==> config.mk <==
export PLATFORM = sky130hd
export DESIGN_NAME = ram_arbiter
export DESIGN_NICKNAME = d
export VERILOG_FILES = /design/src/rtl/ram_arbiter.sv
export SDC_FILE = /design/constraint.sdc
export NUM_CORES = 1
export LEC_CHECK = 0
export ABC_AREA = 1
export CORE_MARGIN = 10
export CORE_UTILIZATION = 40
export DETAILED_ROUTE_END_ITERATION = 10
export GPL_ROUTABILITY_DRIVEN = 0
export GPL_TIMING_DRIVEN = 1
export PLACE_DENSITY = 0.82
export SETUP_SLACK_MARGIN = 0.5
export SLEW_MARGIN = 5
export SYNTH_ARGS = -nofsm -noshare
export SYNTH_HDL_FRONTEND = slang
export SYNTH_SLANG_ARGS = --single-unit
==> constraint.sdc <==
create_clock -name clk -period 1.6 [get_ports clk]
set_clock_uncertainty 0.1 [all_clocks]
set_input_delay 0.32 -clock clk [delete_from_list [all_inputs] [get_ports clk]]
set_output_delay 0.32 -clock clk [all_outputs]
set_load 0.01 [all_outputs]
==> src/rtl/ram_arbiter.sv <==
// Round-robin two-port sequencer for one shared synchronous RAM; ack is same-cycle, read data returns at T+2.
// A loser simply sees ack low and holds its request; one access per cycle, up to two reads in flight.
module ram_arbiter #(
  parameter int addr_width = 16,
  parameter int data_width = 8
) (
  input  logic                  clk,
  input  logic                  reset,
  input  logic                  req0_valid,
  input  logic                  req0_wr,
  input  logic [addr_width-1:0] req0_addr,
  input  logic [data_width-1:0] req0_din,
  output logic                  req0_ack,
  output logic                  req0_rvalid,
  output logic [data_width-1:0] req0_rdata,
  input  logic                  req1_valid,
  input  logic                  req1_wr,
  input  logic [addr_width-1:0] req1_addr,
  input  logic [data_width-1:0] req1_din,
  output logic                  req1_ack,
  output logic                  req1_rvalid,
  output logic [data_width-1:0] req1_rdata,
  output logic                  ram_cs,
  output logic                  ram_oe,
  output logic                  ram_wr,
  output logic [addr_width-1:0] ram_addr,
  output logic [data_width-1:0] ram_din,
  input  logic [data_width-1:0] ram_q
);

  typedef struct packed {
    logic vld;
    logic port;
  } rd_stage_t;

  rd_stage_t             rd1;
  rd_stage_t             rd2;
  logic                  last;
  logic [addr_width-1:0] hold_addr;
  logic                  gnt_vld;
  logic                  gnt_port;
  logic                  gnt_wr;
  logic [addr_width-1:0] gnt_addr;
  logic [data_width-1:0] gnt_din;

  always_comb begin
    gnt_vld  = !reset && (req0_valid || req1_valid);
    gnt_port = (req0_valid && req1_valid) ? ~last : req1_valid;
    gnt_wr   = gnt_port ? req1_wr   : req0_wr;
    gnt_addr = gnt_port ? req1_addr : req0_addr;
    gnt_din  = gnt_port ? req1_din  : req0_din;
  end

  assign req0_ack = gnt_vld && !gnt_port;
  assign req1_ack = gnt_vld &&  gnt_port;

  // With no new grant, a pending read keeps cs up by re-reading hold_addr so Q stays ungated.
  always_comb begin
    ram_oe   = rd1.vld && !reset;
    ram_cs   = gnt_vld || ram_oe;
    ram_wr   = gnt_vld && gnt_wr;
    ram_addr = gnt_vld ? gnt_addr : hold_addr;
    ram_din  = gnt_vld ? gnt_din : '0;
  end

  always_ff @(posedge clk) begin
    if (reset) begin
      last       <= 1'b1;
      hold_addr  <= '0;
      rd1        <= '0;
      rd2        <= '0;
      req0_rdata <= '0;
      req1_rdata <= '0;
    end else begin
      if (gnt_vld) begin
        last <= gnt_port;
      end
      if (gnt_vld && !gnt_wr) begin
        hold_addr <= gnt_addr;
      end
      rd1.vld  <= gnt_vld && !gnt_wr;
      rd1.port <= gnt_port;
      rd2      <= rd1;
      if (rd1.vld && !rd1.port) begin
        req0_rdata <= ram_q;
      end
      if (rd1.vld && rd1.port) begin
        req1_rdata <= ram_q;
      end
    end
  end

  assign req0_rvalid = rd2.vld && !rd2.port;
  assign req1_rvalid = rd2.vld &&  rd2.port;

endmodule
# Word-level counts from Yosys, hierarchy flattened
# Index checks and enable logic that the tools add are counted.
# totals
ff_bits,37
out_inout_bits,47
wordCells,33
# op_classes
muxes,6
bitwise_logic,1
n_reduce_logical,18
# op_table
cell,count
16-bit 2-to-1 mux,2
8-bit 2-to-1 mux,2
1-bit logical AND,11
1-bit zero test,5
1-bit logical OR,2
1-bit 2-to-1 mux,2
1-bit inverter,1

# Depth between registers and ports, before layout
# Gate-level depths: netlist of the first run.
# logic_depth
depth_word,5
depth_mapped,9
ltp_nobuf,8

# Least setup slack after synthesis of the first run
# OpenSTA, ideal clock, no wires.
# synth_path
path_type,input port to output port
from,in req1_valid
to,out ram_addr[14]
t_arrival_ns,1.162
setup_slack_ns,0.018
stages,6
n_path_buf,2
path_cell_list,buf_4 nor2_2 nor2_4 inv_2 buf_2 o21ai_1
# synth_via
elab_chain_cells,4
elab_cells_between_ends,6
cone_classes,mux (3); reduce/logical (3)
# synth_lines
item,line,rtl
from (decl),16,"input logic req1_valid,"
1-bit logical AND,48,gnt_port = (req0_valid && req1_valid) ? ~last : req1_valid;
1-bit 2-to-1 mux,48,
16-bit 2-to-1 mux,50,gnt_addr = gnt_port ? req1_addr : req0_addr;
16-bit 2-to-1 mux (*),62,ram_addr = gnt_vld ? gnt_addr : hold_addr;
to (decl),26,"output logic [addr_width-1:0] ram_addr,"
# Every way passes the cells marked *; elsewhere a longest branch is shown, timed or not.

# Final worst setup path of the first run
# layout_path
from,reg last
to,out ram_addr[0]
# layout_via
elab_chain_cells,4
# layout_lines
item,line,rtl
from (decl),38,logic last;
from (signal assigned),76,last <= gnt_port;
1-bit inverter,48,
1-bit 2-to-1 mux,48,
16-bit 2-to-1 mux,50,
16-bit 2-to-1 mux,62,
# No other way between the ends.

==> results.toml, run 1 <==
[run_status]
status = "finished with violations"
violations = "negative setup slack"

[place]
numPortBuffers = 108
hpwl_mm = 6.07

[final_layout]
regArea_um2 = 767
multi_input_area_mm2 = 0.00145
antenna_cells = 0
fill_cells = 272
fin_nets = 572
utilization_pct = 85.6
layout_commonest_cell = "clkdlybuf4s50_1"
drive_gt1_share_pct = 45.4
syn_to_final_growth_pct = 106
final_cell_mix = "clkdlybuf4s50_1, nor2_1, inv_1, nand2_1, buf_4"

[synth]
synth_nets = 415
synthDistinctLibCells = 19
synth_warnings = 0
synthesis.area_mm2 = 0.00213
yosysSeqAreaShare_pct = 34.7
ys_ff_latch = 37
avgSynthCellArea_um2 = 6.04
netlist_instances = 353

[sta]
relSlewSlack_pct = 84.4
hold_slack_ns = 0.259
worst_pin_slew_ns = 0.232
fin_ws_ns = -0.262
finalMaxSlewViolations = 0
max_freq_ghz = 0.537
period_share_pct = 116
finalHoldViolations = 0
setup_viol = 28
rsz0062_at_grt = "yes"
fin_crit_ns = 1.86

[pwr]
p_total_mw = 3.26
total_leakage_power_nw = 2.13
ir_worst_vdd_mv = 0.480
power_density_mw_per_mm2 = 742

[setup_path]
worstPathMaxFanout = 17
crit_type = "register to output pin"
critical_path_required_ns = 1.18
worstSetupStartpointType = "register"
endpoint_kind = "output pin"
arrival_ns = 1.44

[route]
detail_route.wl_per_cell_um = 18.6
vias = 3008
drc = 0
ant_nets = 0
routed_wl_mm = 10.8
drt_pass1_iterations = 4
drtIter0Drc = 218
viasPerCell = 5.18

[floorplan]
die_width_um = 93.0
dieArea_mm2 = 0.00865
fp.coreArea_mm2 = 0.00514
io-pin-count = 109
rows = 26
die_height_um = 93.0
start_util_pct = 41.5

[cts]
clock-sinks = 37
path_clk_slew_ns = 0.08
htree_levels = 2
clockRootBuffer = "clkbuf_8"
clk_path_buf_depth = 2
insertion_delay_ns = 0.30
tritoncts = "done"
cts_made_buffers = 5

[job]
maxCapViolCount = 0

[global_route]
grt.total_usage_pct = 21.7
grt_pass1_wl_mm = 15.3
grt_max_degree = 18
grt_overflow = 0
antenna_found_initial = 0
grt_pass1_vias = 3135

[hold_path]
hp-class = "primary input to register"
-- flip-flops by register name, summed over array words and instances (netlist names) --
register,flops
rd1,2
req0_rdata,8
last,1
hold_addr,16
req1_rdata,8
rd2,2
-- cell usage after synthesis --
library cell / number / area [um^2]
nand2_1: 84 / 315
o21ai_1: 16 / 80.1
buf_1: 1 / 3.75
buf_6: 2 / 22.5
nand3_1: 19 / 95.1
nor2_4: 1 / 11.3
a21oi_1: 1 / 5.00
nor2_2: 1 / 6.26
clkbuf_1: 1 / 3.75
inv_2: 7 / 26.3
o21ai_0: 24 / 120
nand2_2: 2 / 12.5
nor2_1: 72 / 270
nand2_4: 3 / 33.8
nand3b_1: 15 / 113
inv_1: 54 / 203
buf_4: 2 / 15.0
buf_2: 11 / 55.1
dfxtp_1: 37 / 741
-- cells by family (layout without fill, tap and decap cells) --
kind of cell / count (synthesis) / count (layout) / synth area share (%)
compound gates: 41 / 41 / 9.62
buf+inv: 78 / 235 / 15.4
flops: 37 / 37 / 34.7
simple gates: 197 / 198 / 40.2
-- power by group --
group	leakage (nW)	switching [mW]	internal, mW
sequential	0.311	0.0424	0.983
clock	0.0687	0.378	0.628
combinational	1.75	0.579	0.651
total	2.13	1.00	2.26
-- critical path, cell delays in order, from the launching register on --
cell	delay, ns
dfxtp_2	0.34
nand2_4	0.09
nand2_4	0.08
buf_12	0.16
nand2_1	0.08
nand2_2	0.07
o21ai_2	0.13
buf_2	0.19
-- stage by stage --
step / TNS, ns / cell area [um^2] / std cells / setup WS, ns
2_1_floorplan: 0 / 2420 / 353 / 0.115
3_3_place_gp: -34.05 / 3740 / 547 / -0.900
3_5_place_dp: -35.58 / 3740 / 547 / -0.955
4_1_cts: -4.33 / 4300 / 577 / -0.216
5_1_grt: -6.70 / 4400 / 581 / -0.338
6_report: -4.99 / 4400 / 581 / -0.262
-- what timing repair did --
action / in CTS / in global routing
hold buffers: 0 / 0
endpoints found under the hold margin: 0 / 0
setup endpoints to repair: 82 / 81
buffers inserted: 15 / 4
gates cloned: 7 / 0
gates resized for setup: 305 / 29
pin swaps: 12 / 8
-- layout make-up --
type / count / area share, %
Multi-Input combinational cell: 239 / 33.0
Clock inverter: 3 / 1.56
Timing Repair inverter: 1 / 0.199
Sequential cell: 37 / 17.4
Clock buffer: 5 / 1.56
Inverter: 61 / 5.55
Tap cell: 70 / 1.99
Timing Repair Buffer: 165 / 38.7
-- path summary, 6_finish.rpt --
path | slack (ns) | depth (start not counted) | endpoint | startpoint
worst max register to register | -0.01 | 9 | hold_addr[14] | last
worst max-delay path | -0.26 | 7 | ram_addr[0] | last
worst min register to register | 0.40 | 2 | req1_rdata[0] | req1_rdata[0]
worst min-delay path | 0.26 | 3 | rd1[0] | reset
-- layer usage --
metal | global-route usage, % | vias to the layer above | share of wire, %
met4 | 9.00 | 0 | 3.8
met2 | 42.2 | 146 | 54
met1 | 21.6 | 1425 | 35
met3 | 4.64 | 48 | 6.7
li1 | - | 1389 | -
met5 | 0 | - | 0
No activity file was read; power rests on OpenSTA's default activity.
==> inputs of run 2 (changes only) <==
--- a/config.mk
+++ b/config.mk
@@ -13,7 +13,7 @@
 export GPL_TIMING_DRIVEN = 1
 export PLACE_DENSITY = 0.82
 export SETUP_SLACK_MARGIN = 0.5
-export SLEW_MARGIN = 5
+export SLEW_MARGIN = 30
 export SYNTH_ARGS = -nofsm -noshare
 export SYNTH_HDL_FRONTEND = slang
 export SYNTH_SLANG_ARGS = --single-unit
==> results of run 2 <==
No change in the layout: final DEF, timing and power equal those of run 1.
